## config.mk

```make
export PLATFORM = sky130hd
export DESIGN_NAME = gb_pad_reader_flat
export DESIGN_NICKNAME = d
export VERILOG_FILES = /design/src/rtl/gb_pad_reader_if.sv /design/src/rtl/gb_pad_reader.sv /design/src/flat_wrapper.sv
export SDC_FILE = /design/constraint.sdc
export NUM_CORES = 1
export LEC_CHECK = 0
export ABC_AREA = 1
export CAP_MARGIN = 20
export CORE_ASPECT_RATIO = 0.9
export CORE_UTILIZATION = 67
export CTS_BUF_LIST = sky130_fd_sc_hd__clkbuf_2 sky130_fd_sc_hd__clkbuf_4 sky130_fd_sc_hd__clkbuf_8
export CTS_CLUSTER_SIZE = 10
export DETAILED_ROUTE_END_ITERATION = 10
export HOLD_SLACK_MARGIN = 0.12
export PLACE_DENSITY = 0.86
export SLEW_MARGIN = 20
export SYNTH_ARGS = -nofsm -noshare
export SYNTH_HDL_FRONTEND = slang
export SYNTH_SLANG_ARGS = --single-unit
export TNS_END_PERCENT = 30
```

## constraint.sdc

```tcl
create_clock -name clk -period 5.2 [get_ports clk]
set_clock_uncertainty 0.2 [all_clocks]
set_input_delay 0.52 -clock clk [delete_from_list [all_inputs] [get_ports clk]]
set_output_delay 0.52 -clock clk [all_outputs]
set_load 0.05 [all_outputs]
```

## src/rtl/gb_pad_reader_if.sv

```systemverilog
// Pin and result bundle between the pad reader and its surroundings
// (pad connector on one side, gb core joystick bus on the other).
interface gb_pad_reader_if;
  logic       pad_latch;
  logic       pad_clk;
  logic       pad_data;
  logic [7:0] joystick;
  logic       pad_present;
  logic       poll_done;

  modport master (
    output pad_latch, pad_clk, joystick, pad_present, poll_done,
    input  pad_data
  );

  modport slave (
    input  pad_latch, pad_clk, joystick, pad_present, poll_done,
    output pad_data
  );
endinterface

```

## src/rtl/gb_pad_reader.sv

```systemverilog
// NES-style serial pad poller for the gb core: periodic latch/shift of 16 bits,
// presence detection and two-poll debounce onto an active-high joystick bus.
module gb_pad_reader #(
  parameter int unsigned HALF_BIT    = 21,
  parameter int unsigned POLL_PERIOD = 69905
) (
  input logic             clk,
  input logic             reset_n,
  gb_pad_reader_if.master pad
);

  localparam int unsigned PCW = $clog2(POLL_PERIOD);
  localparam int unsigned HW  = $clog2(2 * HALF_BIT);

  localparam logic [PCW-1:0] POLL_LAST  = PCW'(POLL_PERIOD - 1);
  localparam logic [HW-1:0]  HALF_LAST  = HW'(HALF_BIT - 1);
  localparam logic [HW-1:0]  LATCH_LAST = HW'(2 * HALF_BIT - 1);

  typedef enum logic [2:0] {
    IDLE,
    LATCH,
    GAP,
    SHIFT_LO,
    SHIFT_HI,
    DONE
  } state_t;

  state_t         state_q, state_d;
  logic           sync1_q, sync1_d;
  logic           sync2_q, sync2_d;
  logic [PCW-1:0] poll_cnt_q, poll_cnt_d;
  logic [HW-1:0]  phase_q, phase_d;
  logic [3:0]     bit_q, bit_d;
  logic [15:0]    raw_q, raw_d;
  logic [7:0]     prev_q, prev_d;
  logic [7:0]     joy_q, joy_d;
  logic           present_q, present_d;
  logic           done_q, done_d;
  logic           latch_q, latch_d;
  logic           pclk_q, pclk_d;
  logic           poll_start;
  logic [7:0]     cand;

  always_comb begin
    sync1_d    = pad.pad_data;
    sync2_d    = sync1_q;
    poll_start = (poll_cnt_q == POLL_LAST);
    poll_cnt_d = poll_start ? '0 : poll_cnt_q + 1'b1;

    // Serial order A,B,Sel,Start,Up,Down,Left,Right -> {St,Se,B,A,Dn,Up,Lf,Rt}
    cand = {~raw_q[3], ~raw_q[2], ~raw_q[1], ~raw_q[0],
            ~raw_q[5], ~raw_q[4], ~raw_q[6], ~raw_q[7]};

    state_d   = state_q;
    phase_d   = phase_q + 1'b1;
    bit_d     = bit_q;
    raw_d     = raw_q;
    prev_d    = prev_q;
    joy_d     = joy_q;
    present_d = present_q;
    done_d    = 1'b0;

    case (state_q)
      IDLE: begin
        phase_d = '0;
        if (poll_start) state_d = LATCH;
      end
      LATCH: begin
        if (phase_q == LATCH_LAST) begin
          state_d = GAP;
          phase_d = '0;
        end
      end
      GAP: begin
        if (phase_q == HALF_LAST) begin
          state_d = SHIFT_LO;
          phase_d = '0;
          bit_d   = '0;
        end
      end
      SHIFT_LO: begin
        if (phase_q == HALF_LAST) begin
          raw_d[bit_q] = sync2_q;
          state_d      = SHIFT_HI;
          phase_d      = '0;
        end
      end
      SHIFT_HI: begin
        if (phase_q == HALF_LAST) begin
          phase_d = '0;
          if (bit_q == 4'd15) begin
            state_d = DONE;
          end else begin
            bit_d   = bit_q + 1'b1;
            state_d = SHIFT_LO;
          end
        end
      end
      DONE: begin
        state_d = IDLE;
        phase_d = '0;
        done_d  = 1'b1;
        // A standard pad drives 1s after its 8 buttons; anything else means absent.
        if (&raw_q[15:8]) begin
          present_d = 1'b1;
          if (cand == prev_q) joy_d = cand;
          prev_d = cand;
        end else begin
          present_d = 1'b0;
          joy_d     = '0;
          prev_d    = '0;
        end
      end
      default: state_d = IDLE;
    endcase

    latch_d = (state_d == LATCH);
    pclk_d  = (state_d != SHIFT_LO);
  end

  always_ff @(posedge clk or negedge reset_n) begin
    if (!reset_n) begin
      state_q    <= IDLE;
      sync1_q    <= 1'b1;
      sync2_q    <= 1'b1;
      poll_cnt_q <= '0;
      phase_q    <= '0;
      bit_q      <= '0;
      raw_q      <= '0;
      prev_q     <= '0;
      joy_q      <= '0;
      present_q  <= 1'b0;
      done_q     <= 1'b0;
      latch_q    <= 1'b0;
      pclk_q     <= 1'b1;
    end else begin
      state_q    <= state_d;
      sync1_q    <= sync1_d;
      sync2_q    <= sync2_d;
      poll_cnt_q <= poll_cnt_d;
      phase_q    <= phase_d;
      bit_q      <= bit_d;
      raw_q      <= raw_d;
      prev_q     <= prev_d;
      joy_q      <= joy_d;
      present_q  <= present_d;
      done_q     <= done_d;
      latch_q    <= latch_d;
      pclk_q     <= pclk_d;
    end
  end

  assign pad.pad_latch   = latch_q;
  assign pad.pad_clk     = pclk_q;
  assign pad.joystick    = joy_q;
  assign pad.pad_present = present_q;
  assign pad.poll_done   = done_q;

endmodule

```

## src/flat_wrapper.sv

```systemverilog
// flat-port wrapper written by rule: the top's interface ports become plain ports
module gb_pad_reader_flat 
#(
  parameter int unsigned HALF_BIT    = 21,
  parameter int unsigned POLL_PERIOD = 69905
)
  (clk, reset_n, pad_pad_latch, pad_pad_clk, pad_joystick, pad_pad_present, pad_poll_done, pad_pad_data);
  gb_pad_reader_if pad_i ();
  input logic clk;
  input logic reset_n;
  output wire logic [$bits(pad_i.pad_latch)-1:0] pad_pad_latch;
  output wire logic [$bits(pad_i.pad_clk)-1:0] pad_pad_clk;
  output wire logic [$bits(pad_i.joystick)-1:0] pad_joystick;
  output wire logic [$bits(pad_i.pad_present)-1:0] pad_pad_present;
  output wire logic [$bits(pad_i.poll_done)-1:0] pad_poll_done;
  input wire logic [$bits(pad_i.pad_data)-1:0] pad_pad_data;
  assign pad_pad_latch = pad_i.pad_latch;
  assign pad_pad_clk = pad_i.pad_clk;
  assign pad_joystick = pad_i.joystick;
  assign pad_pad_present = pad_i.pad_present;
  assign pad_poll_done = pad_i.poll_done;
  assign pad_i.pad_data = pad_pad_data;
  gb_pad_reader #(.HALF_BIT(HALF_BIT), .POLL_PERIOD(POLL_PERIOD)) u_core (.clk(clk), .reset_n(reset_n), .pad(pad_i));
endmodule
```

* Word level (Yosys, flattened, before mapping)
Index checks and enable logic that the tools add are counted.
** Cells by class
- Multiply operators :: 0
- Divide/modulo/power cells :: 0
- Multiplexer cells :: 23
- Shifts and indexed selects :: 0
- Equality and inequality tests :: 16
- Bitwise logic cells :: 8
- Add/sub/neg operators :: 3
- $lt $le $gt $ge :: 2
- Reduce and logical (&&, ||, !) cells :: 9
** Operator list (number)
- $mux W8 :: 3
- $mux W3 :: 6
- $pmux W6 S3 :: 1
- $add A17 B1 Y17 const B :: 1
- $eq A17 B17 Y1 const B :: 1
- $mux W17 :: 1
- $bwmux W16 :: 1
- $pmux W3 S5 :: 1
- $mux W4 :: 3
- $mux W6 :: 2
- $eq A8 B8 Y1 :: 1
- $not A1 Y1 :: 8
- $pmux W4 S2 :: 1
- $reduce_and A8 Y1 :: 1
- $add A6 B1 Y6 const B :: 1
- $eq A3 B1 Y1 const B :: 2
- $eq A3 B2 Y1 const B :: 2
- $eq A3 B3 Y1 const B :: 2
- $eq A6 B5 Y1 const B :: 1
- $eq A6 B6 Y1 const B :: 1
- $lt A4 B5 Y1 const B :: 1
- $add A4 B1 Y4 const B :: 1
- $demux W1 S4 :: 1
- $eq A4 B4 Y1 const B :: 1
- other kinds (12) :: 17
** Storage, ports and cells
- Input port bits :: 3
- Bits in latches :: 0
- Memories :: 0
- Bits in registers :: 68
- RAM bits :: 0
- ROM bits :: 0

* Longest topological paths before layout
Gate-level depths: netlist of the first run.
- Word-level depth :: 5
- Mapped depth :: 10
- Gate-level depth less buffers :: 10

* Worst setup path after synthesis of the first run
Ideal clock, no wire load.
- Kind :: reg-to-reg
- Start :: register u_core.phase_q[0]
- End :: register u_core.raw_q[6]
- Stages on the path, launching flop included :: 11
- Period minus slack after synthesis :: 1626 ps
- Required time :: 4868 ps
- Arrival time :: 1294 ps
- Path slack :: 3574 ps
- Library setup time :: 132 ps
- Path buffers :: 1
- Cells stage by stage :: dfrtp_1 > inv_1 > ha_1 > nand3_1 > nor2_2 > nand2_2 > inv_4 > buf_6 > nand3_1 > nand2_1 > o21ai_1
** Between the ends
- Longest elaborated chain between the ends :: 2
** RTL lines
- start, declared :: line gb_pad_reader.sv:32 : logic [HW-1:0] phase_q, phase_d;
- start signal, assigned :: line gb_pad_reader.sv:141 : phase_q <= phase_d;
- $eq A6 B5 Y1 :: line gb_pad_reader.sv:82 : if (phase_q == HALF_LAST) begin
- $reduce_and A2 Y1 (no line)
- end signal, assigned :: line gb_pad_reader.sv:143 : raw_q <= raw_d;
- end, declared :: line gb_pad_reader.sv:34 : logic [15:0] raw_q, raw_d;
Every way passes these cells.
A chain may end at the register's enable or synchronous reset.

* Worst setup path after layout of the first run
- Start :: register u_core.pclk_q, in the netlist u_core.pad.pad_clk
- End :: output pad_pad_clk
** RTL lines
- start, declared :: line gb_pad_reader.sv:40 : logic pclk_q, pclk_d;
- start signal, assigned :: line gb_pad_reader.sv:149 : pclk_q <= pclk_d;
- end, declared :: line flat_wrapper.sv:12 : output wire logic [$bits(pad_i.pad_clk)-1:0] pad_pad_clk;
No word-level cell between the ends.

==> metrics.md, run 1 <==
| Metric | Value |
|---|---|
| Outcome | completed |
| CTS Buffer Depth | 2 |
| Fmax | 423 MHz |
| Worst slew margin | between 40% and 50% |
| Bufs and invs on worst path | 1 |
| CP arrival | around 1.7 ns |
| Reg2reg start | u_core.phase_q[0]$_DFF_PN0_ |
| Crit Path Max Fanout | 1 |
| Drt first pass iters | 5 |
| Placed cells | just under 500 |
| Fillers | 300 |
| Final Non-Filler Cells | between 500 and 600 |
| Final #Nets | 453 |
| # resized after CTS | 0 |
| Max cap viols | 0 |
| Number of global-route vias before repair | 2568 |
| Critical path class | reg2out |
| Synth cell types | 30 |
| Clock period minus worst slack | 2.37 ns |
| Worst-Skew Late Latency | about 0.34 ns |
| Syn nets | between 400 and 500 |
| Port buffer count | 14 |
| Largest incremental delay on the critical path | 0.79 ns |
| All-layer global routing usage | ~28% |
| Crit path max-delay cell type | clkdlybuf4s50_1 |
| Fin util | 79.4% |
| Post-Route Setup TNS | 0 ns |
| Drt via density | approximately 5.5 |
| Total die area | around 5400 um^2 |
| Critical path capture point type | output port |
| Final Hold Fails | 0 |
| Routed length per instance | 13.4 um |
| Cells along the critical path | clkdlybuf4s50_1 |
| Yosys reg bits | about 70 |
| Yosys warns | 0 |
| Top delay family on crit path | buffers and inverters |
| Core Area | roughly 5000 um^2 |
| CTS clk-pin slew, worst paths | 0.08 ns |
| Worst setup path startpoint | u_core.pad.pad_clk$_DFF_PN1_ |
| Die X | 77.3 um |
| CTS buffer count | 9 |
| RSZ-0062 raised after global routing | false |
| Final Wtd Congestion | roughly 0.83 |
| Htree depth | 3 |
| Area delta synth->final | 13.0% |
| Starting DRT DRC Count | approximately 180 |
| Total Routed Length | 6830 um |
| Seq/Total Area, Yosys | around 50% |
| Die Y | 69.8 um |
| Post-Synthesis Cell Area | roughly 3400 um^2 |
| Post-route clock period utilization | between 40% and 50% |
| Rows | 24 |
| Count of pins over their slew limit | 0 |
| Syn Inst Count | between 400 and 500 |
| Sink Count | around 70 |
| Post-synthesis area per instance | between 8 and 9 um^2 |
| Power per cell area | approximately 280 nW/um^2 |
| Critical path depth | 1 |
| Worst vdd ir | between 200 and 250 uV |
| Vias | around 2800 |
| Diodes inserted | 0 |
| Transition time at the pin with the least slew margin | roughly 0.82 ns |
| HP Class | in2async |
| Startpoint class of the critical path | register |
| Post-DRT Antenna Nets | 0 |
| Placed wire-length estimate | ~4600 um |
| Reg2reg path depth | 9 |
| Total power | between 1000 and 1500 uW |
| Clock root cell | clkbuf_8 |
| First-pass GRT wire length | about 11000 um |
| # hold bufs at CTS | 0 |
| Initial Utilization | 70.3% |
| Fraction of layout cells with a size suffix above 1 | a little under an eighth |
| DRC | 0 |
| Boundary Pins | 15 |
| Total leakage power | approximately 0.0020 uW |
| Grt ovf | 0 |
| CTS tree | built |
| Final setup fails | 0 |
| Antenna violations before repair | 0 |
| Largest net degree at the start of global routing | 69 |
| Post-CTS setup buffers | 0 |
| Crit path required time | between 4 and 5 ns |
cells in the mapped netlist (all sizes together):
cell type	n	share of area, %
xnor2	1	0.26
nand4	4	0.73
nor2	48	5.9
clkbuf	1	0.11
ha	9	3.3
nand2	112	13
o21ai	36	5.4
dfrtp	65	48
o21bai	1	0.22
a31oi	1	0.18
xor2	14	3.6
o22ai	1	0.18
nor3	16	3.1
nand3	41	6.6
inv	59	6.5
buf	2	0.48
a21oi	2	0.29
nor3b	1	0.22
and2	1	0.18
dfstp	3	2.3
stage by stage:
step	hold WS (ns)	instance area, um^2	setup slack [ns]
6_report	0.147	3860	2.83
5_1_grt	0.167	3860	2.80
4_1_cts	0.163	3860	2.81
3_5_place_dp	0.150	3620	3.20
3_3_place_gp	0.150	3620	3.20
2_1_floorplan	0.0244	3420	3.57
layout make-up:
type / count / area (um^2) / area share, %
Sequential cell: 68 / 1710 / 44.2
Clock buffer: 9 / 124 / 3.21
Inverter: 59 / 224 / 5.80
Timing Repair Buffer: 15 / 143 / 3.69
Tap cell: 65 / 81.3 / 2.11
Clock inverter: 7 / 115 / 2.98
Multi-Input combinational cell: 288 / 1470 / 38.1
placed cells by master (no fill, tap or decap), types with 2 or more instances in the layout:
| cell type | count |
|---|---|
| a21oi_1 | 2 |
| bufinv_16 | 3 |
| clkbuf_8 | 9 |
| clkdlybuf4s50_1 | 13 |
| clkinv_2 | 2 |
| clkinvlp_4 | 2 |
| dfrtp_1 | 65 |
| dfstp_2 | 3 |
| ha_1 | 9 |
| inv_1 | 53 |
| inv_2 | 5 |
| nand2_1 | 104 |
| nand2_2 | 8 |
| nand3_1 | 37 |
| nand3_2 | 4 |
| nand4_1 | 4 |
| nor2_1 | 40 |
| nor2_2 | 8 |
| nor3_1 | 13 |
| nor3_4 | 2 |
| o21ai_0 | 17 |
| o21ai_1 | 18 |
| xor2_1 | 14 |
registers in the layout, summed over array words and instances (netlist names):
register	cells
u_core.pad.pad_latch	1
u_core.pad.pad_clk	1
u_core.sync1_q	1
u_core.raw_q	16
u_core.bit_q	4
u_core.pad.poll_done	1
u_core.pad.pad_present	1
u_core.state_q	3
u_core.prev_q	8
u_core.poll_cnt_q	17
u_core.phase_q	6
u_core.sync2_q	1
u_core.pad.joystick	8
metal layers:
layer	wire, um	track usage [%]	vias up	part of all wire (%)
li1	-	-	1369	-
met1	2970	35.4	1300	44
met2	3300	43.1	112	48
met3	382	9.21	23	5.6
met4	172	13.8	0	2.5
met5	0	0	-	0
path summary, 6_finish.rpt:
kind                                                         to  slack [ns]
worst max-delay path                                pad_pad_clk        2.83
worst min-delay path             u_core.poll_cnt_q[3]$_DFF_PN0_        0.15
worst max register to register      u_core.raw_q[9]$_DFFE_PN0P_        3.37
worst min register to register         u_core.sync2_q$_DFF_PN1_        0.16
max in group asynchronous       u_core.poll_cnt_q[11]$_DFF_PN0_        4.10
min in group clk                       u_core.sync2_q$_DFF_PN1_        0.16
power breakdown:
group          total (uW)  leakage [uW]  switching [uW]  internal (uW)
Sequential            530      0.000926           0.198            530
Clock                 519      0.000115             203            316
Combinational        12.8      0.000927            11.3           1.45
Total                1060       0.00197             214            848
cell families (layout without fill, tap and decap cells):
kind of cell / Yosys count / in the layout / synth area share [%]
DFF: 68 / 68 / 49.9
AOI/OAI and AO/OA: 41 / 41 / 6.26
xor gates and xnor gates: 15 / 15 / 3.84
buffers and inverters: 62 / 90 / 7.13
adders and majority gates: 9 / 9 / 3.29
and+or+nand+nor: 223 / 223 / 29.6
Note: power is estimated with default switching activity, not from simulation.
==> run 2: changes to the inputs <==
--- a/config.mk
+++ b/config.mk
@@ -8,12 +8,12 @@
 export ABC_AREA = 1
 export CAP_MARGIN = 20
 export CORE_ASPECT_RATIO = 0.9
-export CORE_UTILIZATION = 67
+export CORE_UTILIZATION = 63
 export CTS_BUF_LIST = sky130_fd_sc_hd__clkbuf_2 sky130_fd_sc_hd__clkbuf_4 sky130_fd_sc_hd__clkbuf_8
 export CTS_CLUSTER_SIZE = 10
 export DETAILED_ROUTE_END_ITERATION = 10
 export HOLD_SLACK_MARGIN = 0.12
-export PLACE_DENSITY = 0.86
+export PLACE_DENSITY = 0.81
 export SLEW_MARGIN = 20
 export SYNTH_ARGS = -nofsm -noshare
 export SYNTH_HDL_FRONTEND = slang
==> constraint.sdc (replaced) <==
create_clock -name clk -period 2.3 [get_ports clk]
set_clock_uncertainty 0.2 [all_clocks]
set_input_delay 0.23 -clock clk [delete_from_list [all_inputs] [get_ports clk]]
set_output_delay 0.23 -clock clk [all_outputs]
set_load 0.05 [all_outputs]
==> metrics.md, run 2 (synthesis results as in run 1) <==
| Metric | Value |
|---|---|
| Outcome | completed |
| Most frequent cells in the layout | nand2_1, dfrtp_1, inv_1 |
| Total Routed Length | 6450 um (-5.5%) |
| Final Hold Fails | 0 (unchanged) |
| Final #Nets | 456 (+0.66%) |
| Die Y | 71.9 um (+3.0%) |
| Diodes inserted | 0 (unchanged) |
| Drt first pass iters | 5 (unchanged) |
| Clock power share | 44.1% (-4.8 points) |
| Net Sw Power | 498 uW (+130%) |
| First-pass GRT wire length | 11100 um (-2.5%) |
| Worst min-delay path endpoint | u_core.sync2_q$_DFF_PN1_ |
| Port buffer count | 14 (unchanged) |
| Post-route cell area | 3870 um^2 (+0.13%) |
| Core Area | 5260 um^2 (+8.0%) |
| Antenna violations before repair | 0 (unchanged) |
| Reg2reg start | u_core.phase_q[0]$_DFF_PN0_ |
| All-layer global routing usage | 25.8% (-2.1 points) |
| Max cap viols | 0 (unchanged) |
| Drt via density | 5.31 (-3.2%) |
| Cells along the critical path | clkdlybuf4s50_1 |
| Worst slew margin | 62.9% (+18 points) |
| HP Class | reg2reg |
| DRC | 0 (unchanged) |
| Vias | 2741 (-2.2%) |
| RSZ-0062 raised after global routing | false |
| CTS buffer count | 9 (unchanged) |
| Total leakage power | 0.00197 uW (about the same) |
| Post-route clock period utilization | 90.9% |
| Cell Int Power | 1710 uW (+100%) |
| Worst setup margin | 0.209 ns (-2.63 ns) |
| Transition time at the pin with the least slew margin | 0.556 ns (-0.269 ns) |
| Sw frac | 22.5% (+2.3 points) |
| Count of pins over their slew limit | 0 (unchanged) |
| Crit path max-delay cell type | clkdlybuf4s50_1 |
| Largest incremental delay on the critical path | 0.80 ns (about the same) |
| Placed wire-length estimate | 4500 um (-2.3%) |
| Total die area | 5730 um^2 (+6.2%) |
| Clock period minus worst slack | about 2.1 ns |
| RR Endpoint | u_core.raw_q[1]$_DFFE_PN0P_ |
| Initial Utilization | 65.1% (-5.2 points) |
| Crit path required time | 1.87 ns (-2.61 ns) |
| Final Wtd Congestion | 0.795 (-4.7%) |
| CTS tree | built |
| Post-DP Area | 3650 um^2 (+0.62%) |
| Top delay family on crit path | buffers and inverters |
| Bufs and invs on worst path | 1 (unchanged) |
| Starting DRT DRC Count | 145 (-19%) |
| Htree depth | 3 (unchanged) |
| CTS clk-pin slew, worst paths | 0.07 ns (about the same) |
| Area delta synth->final | 13.1% |
| Worst reg2reg setup slack | 0.54 ns (-2.83 ns) |
| Clock root cell | clkbuf_8 |
| Worst vdd ir | 552 uV (+160%) |
| Register with the most flip-flops | u_core.poll_cnt_q |
| Setup WS pre-CTS | 0.551 ns (-2.65 ns) |
| Fillers | 379 (+26%) |
| Reg2reg path depth | 9 (unchanged) |
| Boundary Pins | 15 (unchanged) |
| Fraction of layout cells with a size suffix above 1 | 11.6% (+0.15 points) |
| Post-Route Setup TNS | 0 ns (unchanged) |
| Final setup fails | 0 (unchanged) |
| Worst-Skew Late Latency | 0.35 ns (about the same) |
| Critical path capture point type | output port |
| Largest net degree at the start of global routing | 35 (-49%) |
| Routed length per instance | 12.5 um (-6.4%) |
| Hold path depth | 0 |
| WHS | 0.159 ns (+0.0117 ns) |
| Rows | 25 (+4.2%) |
| Grt ovf | 0 (unchanged) |
| Logic pwr share | 1.7% (+0.5 points) |
| Startpoint class of the critical path | register |
| Sink Count | 68 (unchanged) |
| CTS Buffer Depth | 2 (unchanged) |
| Largest registers | u_core.poll_cnt_q (17), u_core.raw_q (16) |
| Seq pwr share | 54.2% (+4.3 points) |
| Most common cell after layout, fill and taps aside | nand2_1 |
| Max reg flops | 17 (unchanged) |
| Die X | 79.7 um (+3.0%) |
| Number of global-route vias before repair | 2524 (-1.7%) |
| Critical path class | reg2out |
| Hold path startpoint | u_core.sync1_q$_DFF_PN1_ |
| CP arrival | 1.66 ns (about the same) |
| Total power | 2210 uW (+110%) |
| Fmax | between 400 and 500 MHz |
| Post-DRT Antenna Nets | 0 (unchanged) |
| Crit Path Max Fanout | 1 (unchanged) |
| Power per cell area | 571 nW/um^2 (+110%) |
[run 2: area by class of cell]
| class | instances | area (um^2) | share of cell area, % |
|---|---|---|---|
| sequential | 68 | 1710 | 44.1 |
| multi-input combinational | 288 | 1470 | 38.0 |
| inverter | 59 | 224 | 5.79 |
| timing repair buffer | 18 | 183 | 4.72 |
| clock buffer | 9 | 124 | 3.20 |
| tap | 67 | 83.8 | 2.17 |
| clock inverter | 7 | 77.6 | 2.01 |
[run 2: per-stage QoR]
stage / util (%) / std cells
after floorplan: - / 418
after global placement: 69.4 / 498
after detailed placement: 69.4 / 498
after CTS: 73.6 / 516
after global routing: 73.6 / 516
final: 73.6 / 516
[run 2: per-layer routing]
layer / up-vias / part of all wire [%] / GRT usage [%]
met5: - / 0 / 0
met4: 0 / 1.8 / 8.08
met3: 12 / 5.4 / 8.43
met2: 80 / 48 / 42.9
met1: 1269 / 45 / 32.1
li1: 1380 / - / -
[run 2: power by group through the flow]
stage	Clock, uW	Sequential (uW)	Combinational (uW)
2_1_floorplan	0	1220	3.13
3_3_place_gp	0	1220	35.2
3_5_place_dp	0	1220	36.1
4_1_cts	1000	1200	38.6
5_1_grt	1050	1200	42.3
6_report	975	1200	36.6
[run 2: worst max-delay path by stage]
stage                                       startpoint                          end  cells past startpoint
final                     u_core.pad.pad_clk$_DFF_PN1_                  pad_pad_clk                      1
after global routing      u_core.pad.pad_clk$_DFF_PN1_                  pad_pad_clk                      1
after CTS                 u_core.pad.pad_clk$_DFF_PN1_                  pad_pad_clk                      1
after detailed placement   u_core.phase_q[0]$_DFF_PN0_  u_core.raw_q[1]$_DFFE_PN0P_                      9
after global placement    u_core.pad.pad_clk$_DFF_PN1_                  pad_pad_clk                      1
after floorplan            u_core.phase_q[0]$_DFF_PN0_  u_core.raw_q[6]$_DFFE_PN0P_                     10
[run 2: what timing repair did]
item	in CTS	in global routing
gates resized for setup	0	0
hold buffers	2	0
endpoints found under the hold margin	67	0
endpoints found under the setup margin	0	0
buffers inserted	0	0
==> run 3: changes to the inputs <==
--- a/config.mk
+++ b/config.mk
@@ -13,6 +13,7 @@
 export CTS_CLUSTER_SIZE = 10
 export DETAILED_ROUTE_END_ITERATION = 10
 export HOLD_SLACK_MARGIN = 0.12
+export MAX_ROUTING_LAYER = met4
 export PLACE_DENSITY = 0.81
 export SLEW_MARGIN = 20
 export SYNTH_ARGS = -nofsm -noshare
==> metrics.md, run 3 (synthesis results as in run 1) <==
| Metric | Value |
|---|---|
| Outcome | completed |
| Crit path required time | 1.87 ns (about the same) |
| Post-Route Setup TNS | 0 ns (unchanged) |
| First-pass GRT wire length | 11100 um (+0.18%) |
| Max cap viols | 0 (unchanged) |
| Clock period minus worst slack | 2.09 ns (-0.0000560 ns) |
| Number of global-route vias before repair | 2523 (-0.040%) |
| Sw frac | 22.5% (about the same) |
| Boundary Pins | 15 (unchanged) |
| Most common cell after layout, fill and taps aside | nand2_1 |
| Register with the most flip-flops | u_core.poll_cnt_q |
| Fraction of layout cells with a size suffix above 1 | 11.6% (unchanged) |
| Total power | 2210 uW (about the same) |
| Most frequent cells in the layout | nand2_1, dfrtp_1, inv_1 |
| Drt via density | 5.34 (+0.47%) |
| Total leakage power | 0.00197 uW (unchanged) |
| Crit path max-delay cell type | clkdlybuf4s50_1 |
| Top delay family on crit path | buffers and inverters |
| Clock power share | 44.1% (about the same) |
| Cells along the critical path | clkdlybuf4s50_1 |
| Bufs and invs on worst path | 1 (unchanged) |
| Transition time at the pin with the least slew margin | 0.556 ns (unchanged) |
| Final Wtd Congestion | 0.806 (+1.4%) |
| Count of pins over their slew limit | 0 (unchanged) |
| Post-DRT Antenna Nets | 0 (unchanged) |
| Worst reg2reg setup slack | 0.55 ns (about the same) |
| All-layer global routing usage | 26.6% (+0.75 points) |
| CP arrival | 1.66 ns (about the same) |
| Initial Utilization | 65.1% (unchanged) |
| CTS tree | built |
| Seq pwr share | 54.2% (about the same) |
| Fmax | 478 MHz (about the same) |
| Rows | 25 (unchanged) |
| Total die area | 5730 um^2 (unchanged) |
| Routed length per instance | 12.6 um (+0.57%) |
| Core Area | 5260 um^2 (unchanged) |
| RSZ-0062 raised after global routing | false |
| Net Sw Power | 498 uW (about the same) |
| Logic pwr share | 1.7% (about the same) |
| Largest registers | u_core.poll_cnt_q (17), u_core.raw_q (16) |
| Final #Nets | 456 (unchanged) |
| Crit Path Max Fanout | 1 (unchanged) |
| Hold path depth | 0 (unchanged) |
| Worst slew margin | 62.9% (unchanged) |
| Largest net degree at the start of global routing | 35 (unchanged) |
| Total Routed Length | 6490 um (+0.57%) |
| Area delta synth->final | 13.1% (unchanged) |
| Die X | 79.7 um (unchanged) |
| Final setup fails | 0 (unchanged) |
| Grt ovf | 0 (unchanged) |
| WHS | 0.159 ns (+0.000605 ns) |
| Starting DRT DRC Count | 153 (+5.5%) |
| Max reg flops | 17 (unchanged) |
| Placed wire-length estimate | 4500 um (unchanged) |
| Port buffer count | 14 (unchanged) |
| Worst-Skew Late Latency | 0.35 ns (about the same) |
| Sink Count | 68 (unchanged) |
| Post-route clock period utilization | 90.9% (about the same) |
| Reg2reg start | u_core.state_q[1]$_DFF_PN0_ |
| Power per cell area | 571 nW/um^2 (about the same) |
| Worst min-delay path endpoint | u_core.sync2_q$_DFF_PN1_ |
| HP Class | reg2reg |
| DRC | 0 (unchanged) |
| Drt first pass iters | 5 (unchanged) |
| Critical path capture point type | output port |
| CTS buffer count | 9 (unchanged) |
| Fin util | 73.6% (unchanged) |
| Reg2reg path depth | 5 (-4) |
| Vias | 2754 (+0.47%) |
| Critical path class | reg2out |
| RR Endpoint | u_core.prev_q[0]$_DFFE_PN0P_ |
| Antenna violations before repair | 0 (unchanged) |
| Largest incremental delay on the critical path | 0.80 ns (about the same) |
| Worst vdd ir | 552 uV (about the same) |
| Diodes inserted | 0 (unchanged) |
| Clock root cell | clkbuf_8 |
| Cell Int Power | 1710 uW (about the same) |
| Final Hold Fails | 0 (unchanged) |
| Hold path startpoint | u_core.sync1_q$_DFF_PN1_ |
| Htree depth | 3 (unchanged) |
| Startpoint class of the critical path | register |
| CTS Buffer Depth | 2 (unchanged) |
| CTS clk-pin slew, worst paths | 0.07 ns (about the same) |
| Die Y | 71.9 um (unchanged) |
run 3: final cells by class:
cell class | count | area, um^2
Fill cell | 379 | 1390
Inverter | 59 | 224
Multi-Input combinational cell | 288 | 1470
Clock inverter | 7 | 77.6
Timing Repair Buffer | 18 | 183
Sequential cell | 68 | 1710
Clock buffer | 9 | 124
Tap cell | 67 | 83.8
run 3: routing by layer:
metal | global-route usage [%] | vias to the layer above | wire length (um) | part of all wire (%)
met5 | - | - | 0 | 0
met4 | 9.29 | 0 | 116 | 1.8
met3 | 7.30 | 12 | 356 | 5.5
met2 | 42.8 | 80 | 3090 | 48
met1 | 32.3 | 1279 | 2930 | 45
li1 | - | 1383 | - | -
run 3: how the worst max path moves through the flow:
stage                                       startpoint                           to  slack (ns)  cells after the start
after global placement    u_core.pad.pad_clk$_DFF_PN1_                  pad_pad_clk        0.59                      1
after floorplan            u_core.phase_q[0]$_DFF_PN0_  u_core.raw_q[6]$_DFFE_PN0P_        0.67                     10
after global routing      u_core.pad.pad_clk$_DFF_PN1_                  pad_pad_clk        0.16                      1
after detailed placement   u_core.phase_q[0]$_DFF_PN0_  u_core.raw_q[1]$_DFFE_PN0P_        0.55                      9
final                     u_core.pad.pad_clk$_DFF_PN1_                  pad_pad_clk        0.21                      1
after CTS                 u_core.pad.pad_clk$_DFF_PN1_                  pad_pad_clk        0.18                      1
run 3: metrics by stage:
stage / std cells / worst slack, ns / cell area [um^2]
detailed placement: 498 / 0.551 / 3650
global route: 516 / 0.155 / 3870
floorplan: 418 / 0.674 / 3420
CTS: 516 / 0.178 / 3870
global placement: 498 / 0.589 / 3650
finish: 516 / 0.209 / 3870
run 3: what timing repair did:
| action | CTS | global route |
|---|---|---|
| hold buffers | 2 | 0 |
| resized for setup | 0 | 0 |
| setup endpoints to repair | 0 | 0 |
| hold endpoints to repair | 67 | 0 |
| setup buffers | 0 | 0 |
run 3: power by group through the flow:
stage                     combinational, uW  sequential [uW]  clock [uW]
final                                  36.6             1200         974
after CTS                              38.6             1200        1000
after global placement                 35.2             1220           0
after detailed placement               36.1             1220           0
after floorplan                        3.13             1220           0
after global routing                   42.3             1200        1040
